`config.mk`:
```
export PLATFORM = sky130hd
export DESIGN_NAME = sync_fifo_flex_flat
export DESIGN_NICKNAME = d
export VERILOG_FILES = /design/src/rtl/sync_fifo_pkg.sv /design/src/rtl/sync_fifo_flex_if.sv /design/src/rtl/sync_fifo_ptr.sv /design/src/rtl/sync_fifo_flex.sv /design/src/flat_wrapper.sv
export SDC_FILE = /design/constraint.sdc
export NUM_CORES = 1
export LEC_CHECK = 0
export CAP_MARGIN = 10
export CORE_UTILIZATION = 30
export CTS_CLUSTER_SIZE = 30
export DETAILED_ROUTE_END_ITERATION = 16
export PLACE_DENSITY_LB_ADDON = 0.08
export SETUP_SLACK_MARGIN = 0.3
export SLEW_MARGIN = 20
export SYNTH_ARGS = -nofsm -noshare
export SYNTH_HDL_FRONTEND = slang
export SYNTH_SLANG_ARGS = --single-unit
```
`constraint.sdc`:
```
create_clock -name clk -period 8 [get_ports clk]
set_clock_uncertainty 0.15 [all_clocks]
set_input_delay 1.6 -clock clk [delete_from_list [all_inputs] [get_ports clk]]
set_output_delay 1.6 -clock clk [all_outputs]
set_load 0.02 [all_outputs]
```
`src/rtl/sync_fifo_pkg.sv`:
```
// Shared helpers for the flexible synchronous FIFO: width functions and the
// error-status record carried by the top level.
package sync_fifo_pkg;

    // Width needed to hold an occupancy value in the range 0..depth.
    function automatic int cnt_w(input int depth);
        return $clog2(depth + 1);
    endfunction

    // Width needed to address depth entries; never below one bit.
    function automatic int ptr_w(input int depth);
        int w;
        w = $clog2(depth);
        return (w < 1) ? 1 : w;
    endfunction

    // One-cycle error pulses raised when a request is dropped.
    typedef struct packed {
        logic overflow;
        logic underflow;
    } fifo_err_t;

endpackage

```
`src/rtl/sync_fifo_flex_if.sv`:
```
// Handshake/data bundle between a producer/consumer and sync_fifo_flex.
// master: the side that writes and reads the FIFO; slave: the FIFO itself.
interface sync_fifo_flex_if
    import sync_fifo_pkg::*;
#(
    parameter int DATA_WIDTH = 8,
    parameter int DEPTH      = 8
);
    localparam int CNT_W = cnt_w(DEPTH);

    logic                  w_en;
    logic [DATA_WIDTH-1:0] data_in;
    logic                  r_en;
    logic [DATA_WIDTH-1:0] data_out;
    logic                  full;
    logic                  empty;
    logic                  almost_full;
    logic                  almost_empty;
    logic [CNT_W-1:0]      count;
    logic                  overflow;
    logic                  underflow;

    modport master (
        output w_en, data_in, r_en,
        input  data_out, full, empty, almost_full, almost_empty,
               count, overflow, underflow
    );

    modport slave (
        input  w_en, data_in, r_en,
        output data_out, full, empty, almost_full, almost_empty,
               count, overflow, underflow
    );

endinterface

```
`src/rtl/sync_fifo_ptr.sv`:
```
// Wrapping entry pointer for sync_fifo_flex. Counts 0..DEPTH-1 and wraps
// explicitly, so DEPTH does not need to be a power of two.
module sync_fifo_ptr
    import sync_fifo_pkg::*;
#(
    parameter int DEPTH = 8,
    localparam int PW   = ptr_w(DEPTH)
) (
    input  logic          clk,
    input  logic          rst_n,
    input  logic          inc,
    output logic [PW-1:0] ptr
);

    localparam logic [PW-1:0] LAST = PW'(DEPTH - 1);

    logic [PW-1:0] r_ptr;

    // Advance on each accepted operation, wrapping from the last entry to 0.
    always_ff @(posedge clk) begin
        if (!rst_n) begin
            r_ptr <= '0;
        end else if (inc) begin
            r_ptr <= (r_ptr == LAST) ? '0 : r_ptr + 1'b1;
        end
    end

    assign ptr = r_ptr;

endmodule

```
`src/rtl/sync_fifo_flex.sv`:
```
// Parametrised single-clock FIFO with arbitrary DEPTH, occupancy count,
// programmable almost-full/almost-empty thresholds and overflow/underflow
// pulses. Define SYNC_FIFO_FWFT_EN for first-word-fall-through reads;
// otherwise data_out is registered with one cycle of read latency.
module sync_fifo_flex
    import sync_fifo_pkg::*;
#(
    parameter int DEPTH      = 8,
    parameter int DATA_WIDTH = 8,
    parameter int AF_LEVEL   = DEPTH - 1,
    parameter int AE_LEVEL   = 1
) (
    input  logic            clk,
    input  logic            rst_n,
    sync_fifo_flex_if.slave bus
);

    localparam int CNT_W = cnt_w(DEPTH);
    localparam int PW    = ptr_w(DEPTH);

    localparam logic [CNT_W-1:0] CNT_FULL = CNT_W'(DEPTH);
    localparam logic [CNT_W-1:0] CNT_AF   = CNT_W'(AF_LEVEL);
    localparam logic [CNT_W-1:0] CNT_AE   = CNT_W'(AE_LEVEL);

    // Illegal configurations stop elaboration.
    generate
        if (DEPTH < 2) begin : g_bad_depth
            $error("sync_fifo_flex: DEPTH must be at least 2");
        end
        if (DATA_WIDTH < 1) begin : g_bad_width
            $error("sync_fifo_flex: DATA_WIDTH must be at least 1");
        end
        if (!(AE_LEVEL >= 0 && AE_LEVEL < AF_LEVEL && AF_LEVEL <= DEPTH)) begin : g_bad_levels
            $error("sync_fifo_flex: need 0 <= AE_LEVEL < AF_LEVEL <= DEPTH");
        end
    endgenerate

    logic [DATA_WIDTH-1:0] r_mem [DEPTH];

    logic [CNT_W-1:0] r_count;
    logic             r_full;
    logic             r_empty;
    logic             r_almost_full;
    logic             r_almost_empty;
    fifo_err_t        r_err;

    logic [PW-1:0]    w_wr_ptr;
    logic [PW-1:0]    w_rd_ptr;
    logic             w_rd_acc;
    logic             w_wr_acc;
    logic [CNT_W-1:0] w_count_next;

    // A read needs data; a write needs space, or a read freeing a slot in
    // the same cycle (which lets a full FIFO stream at full rate).
    assign w_rd_acc = bus.r_en & ~r_empty;
    assign w_wr_acc = bus.w_en & (~r_full | w_rd_acc);

    sync_fifo_ptr #(.DEPTH(DEPTH)) u_wr_ptr (
        .clk   (clk),
        .rst_n (rst_n),
        .inc   (w_wr_acc),
        .ptr   (w_wr_ptr)
    );

    sync_fifo_ptr #(.DEPTH(DEPTH)) u_rd_ptr (
        .clk   (clk),
        .rst_n (rst_n),
        .inc   (w_rd_acc),
        .ptr   (w_rd_ptr)
    );

    // Storage write port; contents survive reset, only the pointers clear.
    always_ff @(posedge clk) begin
        if (rst_n && w_wr_acc) begin
            r_mem[w_wr_ptr] <= bus.data_in;
        end
    end

    // Occupancy moves only when exactly one side is accepted.
    always_comb begin
        w_count_next = r_count;
        unique case ({w_wr_acc, w_rd_acc})
            2'b10:   w_count_next = r_count + 1'b1;
            2'b01:   w_count_next = r_count - 1'b1;
            default: w_count_next = r_count;
        endcase
    end

    // Count, status flags and error pulses, all taken from the next count so
    // they change on the same edge as the occupancy they describe.
    always_ff @(posedge clk) begin
        if (!rst_n) begin
            r_count        <= '0;
            r_full         <= 1'b0;
            r_empty        <= 1'b1;
            r_almost_full  <= (AF_LEVEL == 0);
            r_almost_empty <= 1'b1;
            r_err          <= '0;
        end else begin
            r_count         <= w_count_next;
            r_full          <= (w_count_next == CNT_FULL);
            r_empty         <= (w_count_next == '0);
            r_almost_full   <= (w_count_next >= CNT_AF);
            r_almost_empty  <= (w_count_next <= CNT_AE);
            r_err.overflow  <= bus.w_en & ~w_wr_acc;
            r_err.underflow <= bus.r_en & ~w_rd_acc;
        end
    end

`ifdef SYNC_FIFO_FWFT_EN
    // Head of queue is presented continuously; r_en acknowledges it.
    assign bus.data_out = r_mem[w_rd_ptr];
`else
    logic [DATA_WIDTH-1:0] r_data_out;

    // Registered read: the popped word appears one cycle after r_en.
    always_ff @(posedge clk) begin
        if (!rst_n) begin
            r_data_out <= '0;
        end else if (w_rd_acc) begin
            r_data_out <= r_mem[w_rd_ptr];
        end
    end

    assign bus.data_out = r_data_out;
`endif

    assign bus.count        = r_count;
    assign bus.full         = r_full;
    assign bus.empty        = r_empty;
    assign bus.almost_full  = r_almost_full;
    assign bus.almost_empty = r_almost_empty;
    assign bus.overflow     = r_err.overflow;
    assign bus.underflow    = r_err.underflow;

endmodule

```
`src/flat_wrapper.sv`:
```
// flat-port wrapper written by rule: the top's interface ports become plain ports
module sync_fifo_flex_flat import sync_fifo_pkg::*;
#(
    parameter int DEPTH      = 8,
    parameter int DATA_WIDTH = 8,
    parameter int AF_LEVEL   = DEPTH - 1,
    parameter int AE_LEVEL   = 1
)
  (clk, rst_n, bus_w_en, bus_data_in, bus_r_en, bus_data_out, bus_full, bus_empty, bus_almost_full, bus_almost_empty, bus_count, bus_overflow, bus_underflow);
  sync_fifo_flex_if #(.DATA_WIDTH(DATA_WIDTH), .DEPTH(DEPTH)) bus_i ();
  input  logic clk;
  input  logic rst_n;
  input wire logic [$bits(bus_i.w_en)-1:0] bus_w_en;
  input wire logic [$bits(bus_i.data_in)-1:0] bus_data_in;
  input wire logic [$bits(bus_i.r_en)-1:0] bus_r_en;
  output wire logic [$bits(bus_i.data_out)-1:0] bus_data_out;
  output wire logic [$bits(bus_i.full)-1:0] bus_full;
  output wire logic [$bits(bus_i.empty)-1:0] bus_empty;
  output wire logic [$bits(bus_i.almost_full)-1:0] bus_almost_full;
  output wire logic [$bits(bus_i.almost_empty)-1:0] bus_almost_empty;
  output wire logic [$bits(bus_i.count)-1:0] bus_count;
  output wire logic [$bits(bus_i.overflow)-1:0] bus_overflow;
  output wire logic [$bits(bus_i.underflow)-1:0] bus_underflow;
  assign bus_i.w_en = bus_w_en;
  assign bus_i.data_in = bus_data_in;
  assign bus_i.r_en = bus_r_en;
  assign bus_data_out = bus_i.data_out;
  assign bus_full = bus_i.full;
  assign bus_empty = bus_i.empty;
  assign bus_almost_full = bus_i.almost_full;
  assign bus_almost_empty = bus_i.almost_empty;
  assign bus_count = bus_i.count;
  assign bus_overflow = bus_i.overflow;
  assign bus_underflow = bus_i.underflow;
  sync_fifo_flex #(.DEPTH(DEPTH), .DATA_WIDTH(DATA_WIDTH), .AF_LEVEL(AF_LEVEL), .AE_LEVEL(AE_LEVEL)) u_core (.clk(clk), .rst_n(rst_n), .bus(bus_i));
endmodule
```
# After elaboration in Yosys (flattened, before gate mapping)

Memories as Yosys holds them, arrays and structs flattened. A register that Yosys moved wholly into a read port is not among the register bits.
Cells that the tools add are included.

Register bits after elaboration: 16
Bits in writable memories: 64
Input port bits: 12
Logic and storage cells: 38
Memories: 1

Memories:

| memory       | depth | bits a word | read ports | clocked after Yosys merged registers in | write ports | line                 | source |
|---|---|---|---|---|---|---|---|
| u_core.r_mem | 8     | 8           | 1          | 1                                       | 1           | sync_fifo_flex.sv:38 | `logic [DATA_WIDTH-1:0] r_mem [DEPTH];` |

Add/sub/neg operators: 4
$lt $le $gt $ge: 2
Equality and inequality tests: 5
Mux-type cells: 5
Bitwise operators: 9
Reductions and logical operators: 3

Operators by type and width:

| cell                                                               | number |
|---|---|
| one-hot mux 4 bit (2 select lines)                                 | 1 |
| adder 3 x 1 -> 3 bit (second input constant)                       | 2 |
| == test 3 bit (second input constant)                              | 2 |
| 2-to-1 mux 3 bit                                                   | 2 |
| adder 4 x 1 -> 4 bit (second input constant)                       | 1 |
| AND 1 bit                                                          | 4 |
| == test 4 bit (second input constant)                              | 1 |
| greater-or-equal comparator 4 x 3 -> 1 bit (second input constant) | 1 |
| <= comparator 4 x 1 -> 1 bit (second input constant)               | 1 |
| zero test 4 bit                                                    | 1 |
| NOT 1 bit                                                          | 4 |
| subtractor 4 x 1 -> 4 bit (second input constant)                  | 1 |
| == test 2 x 1 -> 1 bit (second input constant)                     | 1 |
| == test 2 bit (second input constant)                              | 1 |
| 2-to-1 mux 1 bit                                                   | 2 |
| logical AND 1 bit                                                  | 1 |
| zero test 1 bit                                                    | 1 |
| OR 1 bit                                                           | 1 |

# Logic depth before layout (Yosys ltp)

Depth after elaboration: 7
Mapped depth: 13
Depth with buffers taken out: 12

# Modules after synthesis

A second synthesis with hierarchy kept.

Cells, all modules: 217
Area, all modules: 3574.7 um2

Modules (own cells, without submodules):

| module         | instances | cells an instance | area each (um2) | seq. area each (um2) |
|---|---|---|---|---|
| sync_fifo_flex | 1         | 191               | 3279.4          | 2282.2 |
| sync_fifo_ptr  | 2         | 13                | 147.6           | 60.1 |

# Least setup slack after synthesis

OpenSTA, ideal clock, no wires.

Path type: input-to-reg
Start: input port bus_r_en
End: register u_core.r_empty (netlist: u_core.bus.empty)
Library setup time: 0.070 ns
Arrival: 3.635 ns
Data required time: 7.780 ns
Path slack: 4.145 ns
Stages on the path: 12
Path buffers: 2
Path through: nand2b_4 clkinv_1 clkbuf_1 ha_1 buf_2 xor2_1 ha_1 a21oi_2 xor2_2 a31oi_1 o22a_1 a21oi_1

Cells in the longest elaborated chain, start to end: 6

RTL lines:

| item                                                           | line                  | source |
|---|---|---|
| from (decl)                                                    | flat_wrapper.sv:15    | `input wire logic [$bits(bus_i.r_en)-1:0] bus_r_en;` |
| AND 1 bit *                                                    | sync_fifo_flex.sv:55  | `assign w_rd_acc = bus.r_en & ~r_empty;` |
| net u_core.u_rd_ptr.inc                                        | sync_fifo_ptr.sv:11   | `input logic inc,` |
| OR 1 bit                                                       | sync_fifo_flex.sv:56  | `assign w_wr_acc = bus.w_en & (~r_full \| w_rd_acc);` |
| AND 1 bit                                                      | sync_fifo_flex.sv:56  |  |
| == test 2 x 1 -> 1 bit / == test 2 bit (equally long branches) | sync_fifo_flex.sv:82  | `unique case ({w_wr_acc, w_rd_acc})` |
| one-hot mux 4 bit (2 select lines) *                           | sync_fifo_flex.sv:82  |  |
| zero test 4 bit *                                              | sync_fifo_flex.sv:102 | `r_empty <= (w_count_next == '0);` |
| to (signal assigned)                                           | sync_fifo_flex.sv:102 |  |
| to (decl)                                                      | sync_fifo_flex.sv:42  | `logic r_empty;` |

Mark *: on every way through the listed nets, which the timed path passes. The rest lies on a longest branch.
A chain may end at the register's enable or synchronous reset.

# Worst setup path after layout

Start: input port bus_r_en
End: register u_core.r_empty (netlist: u_core.bus.empty)

Cells in the longest elaborated chain, start to end: 6

RTL lines:

| item                                                           | line |
|---|---|
| AND 1 bit *                                                    | sync_fifo_flex.sv:55 |
| OR 1 bit                                                       | sync_fifo_flex.sv:56 |
| AND 1 bit                                                      | sync_fifo_flex.sv:56 |
| == test 2 x 1 -> 1 bit / == test 2 bit (equally long branches) | sync_fifo_flex.sv:82 |
| one-hot mux 4 bit (2 select lines) *                           | sync_fifo_flex.sv:82 |
| zero test 4 bit *                                              | sync_fifo_flex.sv:102 |

Mark *: on every way between the ends. The rest lies on a longest branch, timed or not.

==> metrics.md <==
| Metric | Value |
|---|---|
| CTS Sinks | `88` |
| Reg area | `2400 um2` |
| Fill count | `1092` |
| Clock tree buffer depth | `2` |
| Pins Over Slew Limit | `0` |
| Nets | `273` |
| Num CTS Buffers | `9` |
| Synth Net Count | `243` |
| Total Routing Usage GR | `12.8%` |
| Crit Path Max Fanout | `20` |
| Worst setup EP type | `register` |
| Placer Congestion | `0.664` |
| Mapped Cells | `224` |
| CTS tree | `done` |
| Initial antenna violation count | `0` |
| Peak VDD IR | `0.151 mV` |
| LEAKAGE | `0.00137 uW` |
| Multi-input gate area | `1090 um2` |
| GR Overflow Total | `0` |
| Sequential area share after synthesis | `67.6%` |
| Core Footprint | `11500 um2` |
| WL/cell | `17.7 um` |
| Vias/cell | `4.70` |
| Final setup viols | `0` |
| Total Wirelength | `7080 um` |
| Pin count of the biggest net entering global routing | `26` |
| I/O pin cnt | `30` |
| Final WS setup | `3.68 ns` |
| DP Cell Count | `386` |
| Outcome | `complete, no violations` |
| Slew margin rel. | `31.6%` |
| Synthesized flop and latch total | `88` |
| Most frequent CP cell | `ha_1` |
| Critical path class | `input pin to register` |
| Die area | `12300 um2` |
| Max Freq | `232 MHz` |
| Diode count | `0` |
| Post-layout min period | `4.32 ns` |
| Total power | `1160 uW` |
| Final hold vios | `0` |
| Worst stage delay on the critical path | `0.50 ns` |
| Cell Area, Synth | `3550 um2` |
| Setup_tns | `0 ns` |
| Die X | `111 um` |
| Synth Warn # | `0` |
| DRC viols | `0` |
| Vias in the first global route | `1920` |
| Final Non-Filler Cells | `400` |
| P&R area growth vs syn | `19.0%` |
| Count of cell types in the netlist | `41` |
| Period utilization | `54.0%` |
| Share of cells above drive strength 1 | `15.6%` |
| Arrival @ worst endpoint | `4.42 ns` |
| Row cnt | `39` |
| Hpwl dp | `4380 um` |
| Die Ht | `111 um` |
| CTS resizes | `0` |
| I/O Buffers | `29` |
| Antenna-violating nets left | `0` |
| Hold Path Class | `register to register` |
| Syn_area_per_cell | `15.9 um2` |
| Pre-CTS WS | `3.29 ns` |
| Buffer count from post-CTS setup fixing | `0` |
| Cells along the critical path | `clkdlybuf4s50_1 > nand2b_4 > clkinv_1 > ha_1 > xor2_1 > ha_1 > a21oi_2 > xor2_2 > a31oi_1 > o22a_1 > a21oi_1` |
| Clock latency on the worst-skew pair | `0.34 ns` |
| Pwr Density | `274 nW/um2` |
| Starting DRT DRC Count | `79` |
| CTS root buffer | `clkbuf_16` |
| Vias | `1880` |
| Crit-path slowest cell | `ha_1` |
| Worst slew pin tran | `1.02 ns` |
| Post-CTS Hold Buffers | `0` |
| Max_cap viols | `0` |
| Clk pin slew, worst setup/hold paths | `0.06 ns` |
| Crit start category | `input pin` |
| Initial core utilization | `31.0%` |
| H-tree levels | `3` |
| Unrepaired setup endpoints after global routing | `false` |
| Worst Path Required | `8.11 ns` |
| First-pass GRT wire length | `11400 um` |
| Drt pass-1 iters | `4` |
## stage by stage
stage	instance area (um2)	util [%]	hold WS, ns
2_1_floorplan	3550	-	0.327
3_3_place_gp	3980	34.7	0.321
3_5_place_dp	3980	34.7	0.316
4_1_cts	4230	36.9	0.320
5_1_grt	4230	36.9	0.330
6_report	4230	36.9	0.313
## cell type report
type / count / area share (%)
Clock buffer: 11 / 5.50
Tap cell: 143 / 4.23
Multi-Input combinational cell: 122 / 25.7
Timing Repair Buffer: 30 / 7.04
Inverter: 3 / 0.266
Clock inverter: 3 / 0.503
Sequential cell: 88 / 56.8
## critical path: cells and delay by family
kind / cells / cell delay [ns]
xor+xnor: 2 / 0.47
compound gates: 4 / 0.67
fa+ha+maj: 2 / 0.70
simple gates: 1 / 0.12
buf+inv: 2 / 0.86
## worst paths after layout
kind,from,to,slack [ns],cells after the start
worst max-delay path,bus_r_en,u_core.bus.empty$_SDFF_PN1_,3.68,11
worst min-delay path,u_core.bus.full$_SDFF_PN0_,u_core.bus.overflow$_SDFF_PN0_,0.31,2
worst max register to register,u_core.bus.empty$_SDFF_PN1_,u_core.bus.empty$_SDFF_PN1_,5.00,10
worst min register to register,u_core.bus.full$_SDFF_PN0_,u_core.bus.overflow$_SDFF_PN0_,0.31,2
## where the power goes
part	internal, uW	switching (uW)
combinational	120	127
clock	207	162
sequential	521	25.6
total	848	314
## per-layer routing
metal	part of all wire (%)	global-route usage [%]	vias to the layer above
met3	4.3	4.76	8
li1	-	-	915
met5	0	0	-
met2	44	18.1	43
met1	50	17.7	914
met4	1.5	4.80	0
## flip-flops by register name, indices dropped and copies added, names as in the netlist, 3 cells and up
register,flops
u_core.bus.data_out,8
u_core.bus.count,4
u_core.u_wr_ptr.ptr,3
u_core.u_rd_ptr.ptr,3
u_core.r_mem,64
## logic make-up (layout without fill, tap and decap cells)
family	count (synthesis)	count (layout)	share of synthesized area, %
buffers and inverters	14	47	2.11
DFF	88	88	67.6
AOI/OAI and AO/OA	37	37	6.41
and+or+nand+nor	49	49	7.39
xor gates and xnor gates	3	3	0.951
adders and majority gates	7	7	2.46
muxes	26	26	13.1
## cells in the final DEF (no fill, tap or decap), types with 2 or more instances in the layout
cell type	synthesis	final
a31oi_1	3	3
a21boi_0	6	6
mux2i_1	8	8
a21oi_1	13	13
nor2_1	8	8
ha_1	7	7
clkbuf_1	5	2
nand3b_1	3	3
clkbuf_16	0	9
nand2_1	13	13
nand3_1	3	3
nand2b_1	3	3
or3_1	3	3
edfxtp_1	64	64
nor2b_1	4	4
nor3_2	0	2
mux4_2	16	16
inv_1	2	2
dfxtp_1	24	24
nor3_1	4	2
clkdlybuf4s50_1	0	29
o21ai_0	10	10
## cell usage after synthesis
master    instances  area [um2]
a21boi_0          6        45.0
nand2b_1          3        18.8
and2b_1           1        7.51
a21oi_1          13        65.1
xor2_2            1        16.3
inv_1             2        7.51
or2_1             1        6.26
or3_1             3        18.8
a21oi_2           1        8.76
xor2_1            1        8.76
or2_2             1        6.26
a21boi_1          1        7.51
o21ai_0          10        50.1
ha_1              7        87.6
mux2i_2           1        13.8
mux2_2            1        11.3
nor2b_2           1        8.76
dfxtp_1          24         480
buf_6             2        22.5
nand2_1          13        48.8
xnor2_1           1        8.76
o22a_1            1        8.76
and2b_2           1        8.76
nand2b_4          1        13.8
buf_4             1        7.51
o21bai_1          1        7.51
mux2i_1           8        80.1
nand3b_1          3        22.5
o32ai_2           1        16.3
clkinv_1          1        3.75
and2_1            1        6.26
nor2_1            8        30.0
buf_2             3        15.0
nor3_1            4        20.0
nand3_1           3        15.0
edfxtp_1         64        1920
clkbuf_1          5        18.8
and3_1            1        6.26
mux4_2           16         360
nor2b_1           4        25.0
a31oi_1           3        18.8
No activity file was read; power rests on OpenSTA's default activity.
